$ cat src/rtl/glitcbus_pkg.sv
// rtl/glitcbus_pkg.sv - GLITCBUS encodings shared by the TISC master and GLITC slave
package glitcbus_pkg;

  typedef enum logic [2:0] {
    ST_IDLE,
    ST_ADR_LO,
    ST_WDATA,
    ST_WCOMMIT,
    ST_RWAIT,
    ST_RDATA
  } state_e;

  typedef enum logic {
    GRDWR_WRITE = 1'b0,
    GRDWR_READ  = 1'b1
  } grdwr_e;

  localparam int unsigned ADR_BEATS = 2;
  localparam int unsigned DAT_BEATS = 4;
  localparam logic [31:0] DEFAULT_TIMEOUT_DATA = 32'hDEADBEEF;

endpackage

$ cat src/rtl/glitcbus_slave.sv
// rtl/glitcbus_slave.sv - GLITC-side GLITCBUS endpoint: GAD byte bus to single-strobe register access
module glitcbus_slave
  import glitcbus_pkg::*;
#(
  parameter int unsigned READ_WAIT     = 2,
  parameter logic [31:0] TIMEOUT_DATA  = DEFAULT_TIMEOUT_DATA,
  parameter int unsigned WRITE_TIMEOUT = 8
) (
  input  logic        clk_i,
  input  logic        rst_i,
  input  logic        gsel_b_i,
  input  logic        grdwr_b_i,
  input  logic [7:0]  gad_i,
  output logic [7:0]  gad_o,
  output logic        gad_oe_o,
  output logic [15:0] reg_adr_o,
  output logic [31:0] reg_dat_o,
  output logic        reg_we_o,
  output logic        reg_stb_o,
  input  logic [31:0] reg_dat_i,
  input  logic        reg_ack_i,
  output logic        busy_o,
  output logic [7:0]  abort_cnt_o
);

  localparam logic [7:0] ADR_LAST = 8'(ADR_BEATS - 1);
  localparam logic [7:0] DAT_LAST = 8'(DAT_BEATS - 1);
  localparam logic [7:0] RW_LAST  = 8'(READ_WAIT - 1);
  localparam logic [7:0] WT_LAST  = 8'(WRITE_TIMEOUT - 1);

  state_e      state_q, state_d;
  logic        gsel_q;
  logic        rd_q, rd_d;
  logic [7:0]  cnt_q, cnt_d;
  logic [31:0] rdat_q, rdat_d;
  logic [7:0]  gad_q, gad_d;
  logic        gad_oe_q, gad_oe_d;
  logic [15:0] adr_q, adr_d;
  logic [31:0] dat_q, dat_d;
  logic        we_q, we_d;
  logic        stb_q, stb_d;
  logic        busy_q, busy_d;
  logic [7:0]  abort_q, abort_d;
  logic        abort_inc;
  logic [31:0] word;

  always_comb begin
    state_d   = state_q;
    rd_d      = rd_q;
    cnt_d     = cnt_q;
    rdat_d    = rdat_q;
    gad_d     = gad_q;
    gad_oe_d  = gad_oe_q;
    adr_d     = adr_q;
    dat_d     = dat_q;
    we_d      = we_q;
    stb_d     = stb_q;
    abort_inc = 1'b0;
    word      = rdat_q;

    // WCOMMIT is deliberately absent: once all data bytes are in, the write completes.
    if (gsel_b_i && (state_q inside {ST_ADR_LO, ST_WDATA, ST_RWAIT, ST_RDATA})) begin
      state_d   = ST_IDLE;
      gad_oe_d  = 1'b1;
      stb_d     = 1'b0;
      we_d      = 1'b0;
      abort_inc = 1'b1;
    end else begin
      case (state_q)
        ST_IDLE: begin
          if (gsel_q && !gsel_b_i) begin
            adr_d   = {adr_q[7:0], gad_i};
            rd_d    = (grdwr_b_i == GRDWR_READ);
            cnt_d   = 8'd1;
            state_d = ST_ADR_LO;
          end
        end
        ST_ADR_LO: begin
          adr_d = {adr_q[7:0], gad_i};
          if (cnt_q == ADR_LAST) begin
            cnt_d = '0;
            if (rd_q) begin
              stb_d   = 1'b1;
              we_d    = 1'b0;
              state_d = ST_RWAIT;
            end else begin
              state_d = ST_WDATA;
            end
          end else begin
            cnt_d = cnt_q + 8'd1;
          end
        end
        ST_WDATA: begin
          dat_d = {dat_q[23:0], gad_i};
          if (cnt_q == DAT_LAST) begin
            cnt_d   = '0;
            stb_d   = 1'b1;
            we_d    = 1'b1;
            state_d = ST_WCOMMIT;
          end else begin
            cnt_d = cnt_q + 8'd1;
          end
        end
        ST_WCOMMIT: begin
          if (reg_ack_i || cnt_q == WT_LAST) begin
            abort_inc = !reg_ack_i;
            stb_d     = 1'b0;
            we_d      = 1'b0;
            state_d   = ST_IDLE;
          end else begin
            cnt_d = cnt_q + 8'd1;
          end
        end
        ST_RWAIT: begin
          if (stb_q && reg_ack_i) begin
            word  = reg_dat_i;
            stb_d = 1'b0;
          end else if (stb_q && cnt_q == RW_LAST) begin
            word      = TIMEOUT_DATA;
            stb_d     = 1'b0;
            abort_inc = 1'b1;
          end
          rdat_d = word;
          if (cnt_q == RW_LAST) begin
            gad_d    = word[31:24];
            gad_oe_d = 1'b0;
            rdat_d   = {word[23:0], 8'h00};
            cnt_d    = '0;
            state_d  = ST_RDATA;
          end else begin
            cnt_d = cnt_q + 8'd1;
          end
        end
        ST_RDATA: begin
          if (cnt_q == DAT_LAST) begin
            gad_oe_d = 1'b1;
            state_d  = ST_IDLE;
          end else begin
            gad_d  = rdat_q[31:24];
            rdat_d = {rdat_q[23:0], 8'h00};
            cnt_d  = cnt_q + 8'd1;
          end
        end
        default: state_d = ST_IDLE;
      endcase
    end

    busy_d  = (state_d != ST_IDLE);
    abort_d = (abort_inc && abort_q != 8'hFF) ? abort_q + 8'd1 : abort_q;
  end

  always_ff @(posedge clk_i or posedge rst_i) begin
    if (rst_i) begin
      state_q  <= ST_IDLE;
      gsel_q   <= 1'b1;
      rd_q     <= 1'b0;
      cnt_q    <= '0;
      rdat_q   <= '0;
      gad_q    <= '0;
      gad_oe_q <= 1'b1;
      adr_q    <= '0;
      dat_q    <= '0;
      we_q     <= 1'b0;
      stb_q    <= 1'b0;
      busy_q   <= 1'b0;
      abort_q  <= '0;
    end else begin
      state_q  <= state_d;
      gsel_q   <= gsel_b_i;
      rd_q     <= rd_d;
      cnt_q    <= cnt_d;
      rdat_q   <= rdat_d;
      gad_q    <= gad_d;
      gad_oe_q <= gad_oe_d;
      adr_q    <= adr_d;
      dat_q    <= dat_d;
      we_q     <= we_d;
      stb_q    <= stb_d;
      busy_q   <= busy_d;
      abort_q  <= abort_d;
    end
  end

  assign gad_o       = gad_q;
  assign gad_oe_o    = gad_oe_q;
  assign reg_adr_o   = adr_q;
  assign reg_dat_o   = dat_q;
  assign reg_we_o    = we_q;
  assign reg_stb_o   = stb_q;
  assign busy_o      = busy_q;
  assign abort_cnt_o = abort_q;

endmodule

$ cat config.mk
export PLATFORM = sky130hd
export DESIGN_NAME = glitcbus_slave
export DESIGN_NICKNAME = d
export VERILOG_FILES = /design/src/rtl/glitcbus_pkg.sv /design/src/rtl/glitcbus_slave.sv
export SDC_FILE = /design/constraint.sdc
export NUM_CORES = 1
export LEC_CHECK = 0
export BUFFER_PORTS_ARGS = -buffer_cell sky130_fd_sc_hd__buf_2
export CORE_MARGIN = 1.5
export CORE_UTILIZATION = 45
export DETAILED_ROUTE_END_ITERATION = 7
export HOLD_SLACK_MARGIN = 0.15
export PLACE_DENSITY = 0.68
export SETUP_SLACK_MARGIN = 0.3
export SLEW_MARGIN = 20
export SYNTH_ARGS = -nofsm -noshare
export SYNTH_HDL_FRONTEND = slang
export SYNTH_SLANG_ARGS = --single-unit
$ cat constraint.sdc
create_clock -name clk_i -period 9.44 [get_ports clk_i]
set_input_delay 0.472 -clock clk_i [delete_from_list [all_inputs] [get_ports clk_i]]
set_output_delay 0.472 -clock clk_i [all_outputs]
set_load 0.005 [all_outputs]
# After elaboration in Yosys (flattened, before gate mapping)

Index checks and enable logic that the tools add are counted.

Register bits: 113
Latch bits: 0
RAM bits: 0
Bits in read-only memories: 0
Output and inout port bits: 68
Word-level logic and storage cells: 108
Memories kept: 0

Add/sub/neg operators: 2
Multipliers: 0
Div/mod/pow operators: 0
$lt $le $gt $ge: 0
Eq/ne operators: 20
Shift operators: 0
Mux-type cells: 45
Bitwise gates (word level): 1
Reductions and logical operators: 27

Operator list:

| operator                                                                | count |
|---|---|
| 32-bit two-way mux                                                      | 4 |
| 32-bit one-hot mux with 2 select lines                                  | 1 |
| 8-bit two-way mux                                                       | 7 |
| 8-bit one-hot mux with 5 select lines                                   | 1 |
| 16-bit one-hot mux with 2 select lines                                  | 1 |
| 3-bit two-way mux                                                       | 8 |
| 3-bit one-hot mux with 6 select lines                                   | 1 |
| 8-bit by 1-bit adder with 8-bit output, second input constant           | 2 |
| 1-bit two-way mux                                                       | 16 |
| 16-bit two-way mux                                                      | 1 |
| 8-bit one-hot mux with 2 select lines                                   | 1 |
| 3-bit by 1-bit inequality test with 1-bit output, second input constant | 4 |
| 3-bit AND reduction                                                     | 4 |
| 5-bit AND reduction                                                     | 2 |
| 5-bit nonzero test                                                      | 2 |
| 8-bit by 1-bit == test with 1-bit output, second input constant         | 1 |
| 8-bit by 2-bit == test with 1-bit output, second input constant         | 1 |
| 8-bit by 3-bit == test with 1-bit output, second input constant         | 1 |
| 8-bit inequality test, second input constant                            | 1 |
| 4-bit nonzero test                                                      | 2 |
| 3-bit by 2-bit == test with 1-bit output, second input constant         | 2 |
| 3-bit == test, second input constant                                    | 2 |
| 2-bit inequality test, second input constant                            | 3 |
| 6-bit AND reduction                                                     | 1 |
| 18 further kinds                                                        | 26 |

# Longest topological paths before layout

Gate-level depths: netlist of run 1.

Word-level depth: 7
Gate-level depth with buffers: 9
Gate-level depth less buffers: 7

# Worst setup path before layout of run 1

Ideal clock, no wire load.

Path kind: register to register
From: register cnt_q[3]
To: register cnt_q[0]
Library setup time: 125 ps
Data arrival time: 2015 ps
Path slack: 7300 ps
Stages on the path, launching flop included: 8
Period minus slack after synthesis: 2140 ps
Cells stage by stage: dfrtp_1 -> or3_1 -> buf_6 -> o41a_1 -> a211oi_2 -> buf_4 -> o211ai_1 -> mux2_2

Word-level cells in the longest chain between the ends: 4

RTL lines:

| item                                     | RTL line              | RTL |
|---|---|---|
| from (decl)                              | glitcbus_slave.sv:34  | `logic [7:0] cnt_q, cnt_d;` |
| from (signal assigned)                   | glitcbus_slave.sv:171 | `cnt_q <= cnt_d;` |
| 8-bit by 3-bit == test with 1-bit output | glitcbus_slave.sv:105 | `if (reg_ack_i \|\| cnt_q == WT_LAST) begin` |
| 1-bit logical OR                         | glitcbus_slave.sv:105 |  |
| 2-bit inequality test (no source line)   | --                    |  |
| 5-bit AND reduction (no source line)     | --                    |  |

Several ways; a longest one is shown, not always the timed one.
A chain may end at the register's enable or synchronous reset.

# Final worst setup path of run 1

Ends and elaborated chain as after synthesis.

==> impl_metrics.csv, run 1 <==
group,metric,value,unit
run_status,status,"finished clean",
sta,fmax,338.9,MHz
final_layout,nets,717,
worst_setup_path,end_kind,"flip-flop",
final_layout,num-fill-cells,1121,
clocking,htreeDepth,4,
sta,whs,0.2999,ns
job,cap_violations,0,
grt,grt_usage,0.2385,
sta,hold_viol,0,
worst_setup_path,required,9.74,ns
floorplan,die_h,117.4,um
clocking,cts.sinks,113,
grt,grt_pass1_wl,26.03,mm
synth,synth_top_cell_by_area,"dfrtp_1",
sta,setup_ws,6.489,ns
final_layout,area_delta_synth_final,21.22,%
final_layout,drive_gt1_frac,0.3255,
worst_setup_path,cp_top_family,"simple AND/OR/NAND/NOR gates",
synth,yosys_warnings,0,
grt,grt_pass1_vias,5051,
worst_setup_path,crit_arrival,3.25,ns
sta,fin_crit_sh,0.3126,
final_layout,final_cell_mix,"112 x buf_2, 111 x dfrtp_1, 54 x o21ai_0, 52 x mux2_2, 39 x nand2_1",
floorplan,coreArea,0.01267,mm2
worst_setup_path,cp-startpoint,"cnt_q[3]",
worst_setup_path,slowest_stage,"a211oi_2",
synth,synth_area,0.005884,mm2
clocking,cts.repair.resized,0,
floorplan,die_w,117.4,um
worst_setup_path,critPathKind,"flip-flop to flip-flop",
clocking,cts_tree,"built",
sta,period_needed,2.951,ns
place,place_worst_setup_slack,6.539,ns
drt,avgRoutedWirePerCell,18.43,um
final_layout,multiInputGateArea,0.002860,mm2
worst_setup_path,max_stage_delay,0.77,ns
synth,ys_ff_latch,113,
clocking,clk_latency,0.42,ns
drt,num_vias,5116,
drt,firstDrtPassIters,5,
grt,grt_max_degree,72,
synth,synthFlopType,"dfrtp_1",
worst_setup_path,cp_cell_sequence,"nor3_1, nand2_1, a211oi_2, o211ai_1, mux2_2",
worst_setup_path,r2r-start,"cnt_q[3]",
drt,vias_per_cell,5.991,
sta,tns,0,ns
place,globalplace.congestion,0.8359,
power,vdd_drop_max,0.1864,mV
sta,rsz0062_at_grt,"no",
power,powerDensity,348.7,mW/mm2
sta,setup_violations,0,
clocking,clockRootBuffer,"clkbuf_16",
clocking,cts_buffer_depth,2,
drt,drtIter0Drc,407,
place,dp_hpwl,10.48,mm
min_path,min_from,"reg_dat_i[27]",
synth,yosysUniqueCellTypes,73,
floorplan,io_pins,113,
place,io_buffers,112,
grt,grt_antenna_before_repair,0,
floorplan,start_util,0.4644,
drt,drt-total-wl,15.74,mm
final_layout,antenna-diode-count,0,
worst_setup_path,worst-path-buf-inv,0,
synth,syn_nets,619,
synth,async_reset_ff_frac,1.000,
floorplan,die-area,0.01377,mm2
worst_setup_path,worstPathMaxFanout,11,
clocking,clk_pin_slew,0.06,ns
drt,drc,0,
synth,synth_top_area_frac,0.4720,
grt,gr-total-overflow,0,
synth,seq_area_frac_synth,0.4810,
floorplan,placementRows,41,
drt,antenna_left,0,
final_layout,regArea,0.002830,mm2
final_layout,final_core_util,0.5630,
sta,skew,0.003722,ns
clocking,cts_buffers,17,
final_layout,final_common_cell,"buf_2",
sta,maxSlewViolCount,0,
power,leakage,3.222,nW
synth,synth_edf_count,0,
worst_setup_path,crit_path_start_kind,"flip-flop",
synth,syn_area_per_cell,10.31,um2
synth,yosys-top-cells-area,"dfrtp_1 47%, mux2_2 10%, o21ai_0 4.6%",
sta,worstMarginPinSlew,1.084,ns
min_path,hold_path.class,"input port to flip-flop",
synth,synth_cells,571,
sta,relSlewSlack,0.2771,
-- report_power, final --
part,internal (mW),switching [mW]
clock,0.396,0.234
sequential,0.682,0.193
combinational,0.438,0.545
total,1.52,0.971
-- Yosys cell counts, types with 7 or more instances --
master / instances
a21oi_1: 21
nand3_1: 15
o211ai_1: 13
a32oi_1: 8
nor3_1: 9
o21ai_0: 54
buf_2: 15
nand2b_1: 11
nor2b_1: 7
nand2_1: 40
a31oi_1: 11
nor2_1: 36
dfrtp_1: 111
o22ai_1: 10
inv_1: 8
mux2_2: 52
clkbuf_1: 21
o32a_1: 7
-- flip-flops by register name (all words and copies together), names as in the netlist, 3 cells and up --
register and cells:
rdat_q 32, reg_dat_o 32, reg_adr_o 16, abort_cnt_o 8
cnt_q 8, gad_o 8, state_q 3
-- metal layers --
layer,share of wire,up-vias,global-route usage
li1,-,2347,-
met1,0.43,2546,0.2981
met2,0.47,205,0.3743
met3,0.081,18,0.09095
met4,0.013,0,0.09182
met5,0,-,0
-- worst reg2reg max path, delay by kind of cell, from the launching register on --
kind	cells	cell delay, ns
mux	1	0.29
flops	1	0.44
compound gates	2	0.92
simple gates	2	1.19
-- layout make-up --
class,instances,share of cell area
multi-input combinational,410,0.4010
sequential,113,0.3968
timing repair buffer,119,0.08630
clock buffer,20,0.06262
tap,172,0.03017
clock inverter,12,0.01859
inverter,8,0.004561
-- kinds of logic after synthesis --
group                    after synthesis  synth area share
XOR/XNOR                               4          0.005953
adder cells (fa/ha/maj)                3          0.006380
flip-flops                           113            0.4810
buffers and inverters                 48           0.03572
AND/OR/NAND/NOR                      160            0.1439
multiplexers                          57            0.1080
AO/OA/AOI/OAI                        186            0.2190
-- per-stage QoR --
| step | instances | instance area, um2 | power (mW) |
|---|---|---|---|
| floorplan | 571 | 5884 | 1.529 |
| global route | 854 | 7133 | 2.651 |
| finish | 854 | 7133 | 2.487 |
| global placement | 821 | 6541 | 1.817 |
| CTS | 854 | 7131 | 2.495 |
| detailed placement | 821 | 6541 | 1.849 |
-- worst paths after layout --
check / end / slack, ns / depth (start not counted)
max: cnt_q[0] / 6.49 / 5
min: rdat_q[27] / 0.30 / 2
max reg2reg: cnt_q[0] / 6.49 / 5
min reg2reg: gad_o[1] / 0.48 / 2
max in group asynchronous: rdat_q[1] / 7.46 / 4
min in group asynchronous: reg_adr_o[2] / 0.64 / 3
-- what timing repair did --
item / CTS / global route
buffers inserted: 0 / 0
hold buffers: 1 / 0
endpoints found under the hold margin: 42 / 0
(Power assumes the default switching activity.)
==> run 2: changes to the inputs <==
==> constraint.sdc (replaced) <==
create_clock -name clk_i -period 2.9 [get_ports clk_i]
set_input_delay 0.145 -clock clk_i [delete_from_list [all_inputs] [get_ports clk_i]]
set_output_delay 0.145 -clock clk_i [all_outputs]
set_load 0.005 [all_outputs]
==> run 2 against run 1 <==
Against the previous run: largest power group unchanged; highest routed layer unchanged; total power grew to 3.4 times the previous value; non-clock buffer count is 54 higher; final cell count is 6.3% higher; sequential power grew to 3.1 times the previous value; first-iteration DRC count is 15% lower; routed wire length is 6.5% higher; register-to-register slack worse by 6.1 ns.
==> impl_metrics.csv, run 2 (synthesized netlist as in run 1, its figures left out) <==
group,metric,value,unit
floorplan,die-area,0.01377,mm2
grt,grt_max_degree,52,
final_layout,antenna-diode-count,0,
place,place_area,0.006698,mm2
power,leakage,3.495,nW
place,globalplace.congestion,0.8803,
sta,tns,0,ns
final_layout,multiInputGateArea,0.002860,mm2
grt,grt_pass1_vias,5565,
sta,skew,0.007533,ns
power,switchingPower,3.247,mW
worst_setup_path,crit_path_start_kind,"flip-flop",
worst_setup_path,crit_arrival,2.81,ns
clocking,cts.sinks,113,
sta,relSlewSlack,0.4640,
sta,setup_violations,0,
floorplan,start_util,0.4644,
grt,grt_antenna_before_repair,0,
grt,gr-total-overflow,0,
worst_setup_path,worstPathMaxFanout,10,
worst_setup_path,required,3.21,ns
floorplan,io_pins,113,
power,power_frac_seq,0.321,
drt,drtIter0Drc,347,
power,p_int,5.320,mW
power,power,8.566,mW
place,io_buffers,112,
power,vdd_drop_max,0.7187,mV
final_layout,nets,771,
final_layout,final_cell_mix,"112 x buf_2, 111 x dfrtp_1, 54 x o21ai_0, 52 x mux2_2, 40 x nand2_1",
floorplan,die_w,117.4,um
floorplan,coreArea,0.01267,mm2
sta,period_needed,2.502,ns
run_status,status,"finished clean",
power,p_comb_frac,0.416,
floorplan,die_h,117.4,um
power,switching_share,0.3790,
grt,grt_pass1_wl,27.58,mm
drt,drt-total-wl,16.76,mm
worst_setup_path,critPathKind,"flip-flop to flip-flop",
place,dp_hpwl,11.01,mm
worst_setup_path,end_kind,"flip-flop",
clocking,cts_buffer_depth,2,
final_layout,regArea,0.002830,mm2
sta,fin_crit_sh,0.8629,
drt,antenna_left,0,
sta,maxSlewViolCount,0,
sta,setup_ws,0.3977,ns
drt,vias_per_cell,5.920,
min_path,hold_path.class,"input port to flip-flop",
clocking,clk_pin_slew,0.06,ns
sta,rsz0062_at_grt,"no",
drt,firstDrtPassIters,6,
final_layout,num-fill-cells,1034,
clocking,clk_latency,0.43,ns
sta,hold_viol,0,
sta,whs,0.1667,ns
sta,worstMarginPinSlew,0.7979,ns
drt,num_vias,5375,
final_layout,stdcell_area,0.007695,mm2
final_layout,area_delta_synth_final,30.77,%
clocking,postCtsSetupBuffers,0,
final_layout,final_common_cell,"buf_2",
job,cap_violations,0,
drt,drc,0,
drt,avgRoutedWirePerCell,18.45,um
sta,fmax,399.6,MHz
place,place_worst_setup_slack,0.4207,ns
clocking,cts_tree,"built",
clocking,clockRootBuffer,"clkbuf_16",
clocking,htreeDepth,4,
grt,grt_usage,0.2496,
floorplan,placementRows,41,
power,p_clk_frac,0.263,
clocking,cts_buffers,17,
power,powerDensity,1113,mW/mm2
final_layout,drive_gt1_frac,0.3302,
run 2: path summary, 6_finish.rpt:
| check | from | endpoint | slack (ns) | cells past startpoint |
|---|---|---|---|---|
| min reg2reg | gad_o[5] | gad_o[5] | 0.48 | 2 |
| max reg2reg | cnt_q[3] | cnt_q[3] | 0.40 | 6 |
| max in group asynchronous | rst_i | gad_o[6] | 1.65 | 4 |
| min in group asynchronous | rst_i | reg_adr_o[12] | 0.41 | 3 |
| min | reg_dat_i[18] | rdat_q[18] | 0.17 | 3 |
| max | cnt_q[3] | cnt_q[3] | 0.40 | 6 |
run 2: per-stage QoR:
stage / cells / util
finish: 908 / 0.6073
CTS: 908 / 0.6071
global placement: 840 / 0.5286
detailed placement: 840 / 0.5286
floorplan: 571 / -
global route: 908 / 0.6073
run 2: power groups by stage:
stage	Clock (mW)	Sequential, mW	Combinational, mW
2_1_floorplan	0	2.63	2.35
3_3_place_gp	0	2.70	3.39
3_5_place_dp	0	2.74	3.48
4_1_cts	2.28	2.74	3.54
5_1_grt	2.36	2.83	3.91
6_report	2.26	2.75	3.56
run 2: repair_timing:
action	CTS	global route
resized for setup	0	1
hold buffers	36	0
endpoints found under the hold margin	84	0
setup endpoints to repair	0	6
run 2: layer usage:
metal	track usage	vias to the layer above	wire, um
li1	-	2454	-
met1	0.3092	2667	6936
met2	0.3989	222	8071
met3	0.07977	32	1420
met4	0.1127	0	328
met5	0	-	0
run 2: critical path, cell delays in order (launching register included):
cell	delay, ns
dfrtp_1	0.44
or3_1	0.58
o41a_1	0.44
a211oi_2	0.34
buf_4	0.22
nor4b_1	0.06
a211o_1	0.30
run 2: final cells by class:
type	instances	share of cell area
clock buffers	19	0.05886
clock inverters	13	0.02358
inverters	8	0.004390
multi-input cells	410	0.3717
flip-flops and latches	113	0.3678
well taps	172	0.02797
repair buffers	173	0.1457
==> run 3: changes to the inputs <==
==> constraint.sdc (replaced) <==
create_clock -name clk_i -period 2.7 [get_ports clk_i]
set_input_delay 0.135 -clock clk_i [delete_from_list [all_inputs] [get_ports clk_i]]
set_output_delay 0.135 -clock clk_i [all_outputs]
set_load 0.005 [all_outputs]
==> run 3 against run 2 <==
Against the previous run: via count increased by 0.24%; clock skew decreased by 0.0034 ns; routed wire length decreased by 2.7%; hold slack got worse by 0.0045 ns; critical path type unchanged.
==> impl_metrics.csv, run 3 (synthesized netlist as in run 1, its figures left out) <==
group,metric,value,unit
run_status,status,"finished clean",
place,dp_hpwl,10.99,mm
final_layout,fin_cells,920,
floorplan,start_util,0.4644,
final_layout,final_common_cell,"buf_2",
sta,hold_viol,0,
worst_setup_path,r2r_cells,8,
floorplan,die_w,117.4,um
final_layout,num-fill-cells,1023,
final_layout,nets,783,
floorplan,die_h,117.4,um
drt,drt-met1-wl,6.819,mm
worst_setup_path,r2r_slack,0.39,ns
sta,setup_violations,0,
place,dp_cells,845,
drt,num_vias,5388,
worst_setup_path,critPathKind,"flip-flop to flip-flop",
drt,wl_met2,7.852,mm
job,cap_violations,0,
clocking,cts_buffers,17,
drt,firstDrtPassIters,5,
floorplan,placementRows,41,
drt,drc,0,
sta,rsz0062_at_grt,"no",
final_layout,final_cell_mix,"112 x buf_2, 111 x dfrtp_1, 54 x o21ai_0, 52 x mux2_2, 40 x nand2_1",
sta,relSlewSlack,0.4923,
min_path,min_from,"reg_dat_i[20]",
sta,maxSlewViolCount,0,
drt,antenna_left,0,
sta,fmax,433.3,MHz
worst_setup_path,required,3.03,ns
drt,drtIter0Drc,515,
grt,grt_max_degree,55,
floorplan,io_pins,113,
final_layout,drive_gt1_frac,0.3369,
drt,avgRoutedWirePerCell,17.73,um
worst_setup_path,worstPathMaxFanout,6,
grt,grt_pass1_wl,26.63,mm
final_layout,antenna-diode-count,0,
grt,grt_usage,0.2410,
floorplan,coreArea,0.01267,mm2
worst_setup_path,r2r-start,"cnt_q[1]",
sta,fin_crit_sh,0.8547,
worst_setup_path,end_kind,"flip-flop",
grt,grt_antenna_before_repair,0,
clocking,clockRootBuffer,"clkbuf_16",
drt,drt-total-wl,16.31,mm
sta,period_needed,2.308,ns
drt,top_layer_used,"met4",
clocking,cts_buffer_depth,2,
worst_setup_path,rr_endpoint,"rdat_q[17]",
min_path,holdPathEnd,"rdat_q[20]",
final_layout,area_delta_synth_final,32.00,%
clocking,clk_latency,0.41,ns
place,globalplace.congestion,0.8357,
clocking,htreeDepth,4,
grt,gr-total-overflow,0,
min_path,hold_path.class,"input port to flip-flop",
power,power,9.161,mW
place,io_buffers,112,
sta,worstMarginPinSlew,0.7557,ns
clocking,clk_pin_slew,0.05,ns
sta,setup_ws,0.3924,ns
power,leakage,3.528,nW
worst_setup_path,crit_path_start_kind,"flip-flop",
floorplan,die-area,0.01377,mm2
clocking,cts_tree,"built",
clocking,cts.sinks,113,
power,vdd_drop_max,0.6654,mV
sta,tns,0,ns
worst_setup_path,crit_arrival,2.64,ns
drt,vias_per_cell,5.857,
min_path,whs_path_depth,4,
grt,grt_pass1_vias,5260,
sta,skew,0.004132,ns
place,place_worst_setup_slack,0.2848,ns
power,powerDensity,1179,mW/mm2
drt,wl_met3,1.291,mm
-- run 3: layout make-up --
class,instances,area [um2],share of cell area
Tap cell,172,215.2,0.02771
Clock buffer,19,432.9,0.05573
Timing Repair Buffer,185,1219,0.1569
Inverter,8,33.78,0.004349
Clock inverter,13,160.2,0.02062
Multi-Input combinational cell,410,2877,0.3703
Sequential cell,113,2830,0.3644
-- run 3: per-layer routing --
metal | up-vias | GRT usage
met5 | - | 0
met4 | 0 | 0.09645
met3 | 34 | 0.07442
met2 | 243 | 0.3908
met1 | 2625 | 0.3002
li1 | 2486 | -
-- run 3: worst max-delay path by stage --
stage | from | end
after detailed placement | cnt_q[3] | rdat_q[14]
after floorplan | cnt_q[3] | cnt_q[0]
final | cnt_q[1] | rdat_q[17]
after global placement | cnt_q[3] | cnt_q[0]
after global routing | state_q[0] | abort_cnt_o[1]
after CTS | cnt_q[3] | cnt_q[4]
-- run 3: worst max-delay path: stages (launching register included) --
cell	delay (ns)
dfrtp_1	0.40
inv_1	0.06
ha_1	0.18
or4b_4	0.54
nor2_4	0.22
buf_4	0.15
nand2_1	0.12
o32a_1	0.40
a21oi_1	0.15
-- run 3: per-stage QoR --
| stage | utilization | area, um2 | hold WS [ns] |
|---|---|---|---|
| after floorplan | - | 5888 | 0.1395 |
| after global placement | 0.5315 | 6735 | 0.2654 |
| after detailed placement | 0.5315 | 6735 | 0.2755 |
| after CTS | 0.6096 | 7724 | 0.1526 |
| after global routing | 0.6130 | 7767 | 0.1803 |
| final | 0.6130 | 7767 | 0.1622 |
-- run 3: where the power goes --
group          internal, mW  total, mW  switching [mW]
registers              2.39       2.93           0.546
clock network          1.45       2.26           0.810
logic                  1.85       3.97            2.12
-- run 3: timing repair --
action                                  in CTS  in global routing
pin swaps                                    0                  1
gates resized for setup                      1                  3
endpoints found under the setup margin       1                 15
setup buffers                                0                  4
hold buffers                                39                  0
hold endpoints to repair                    85                  0
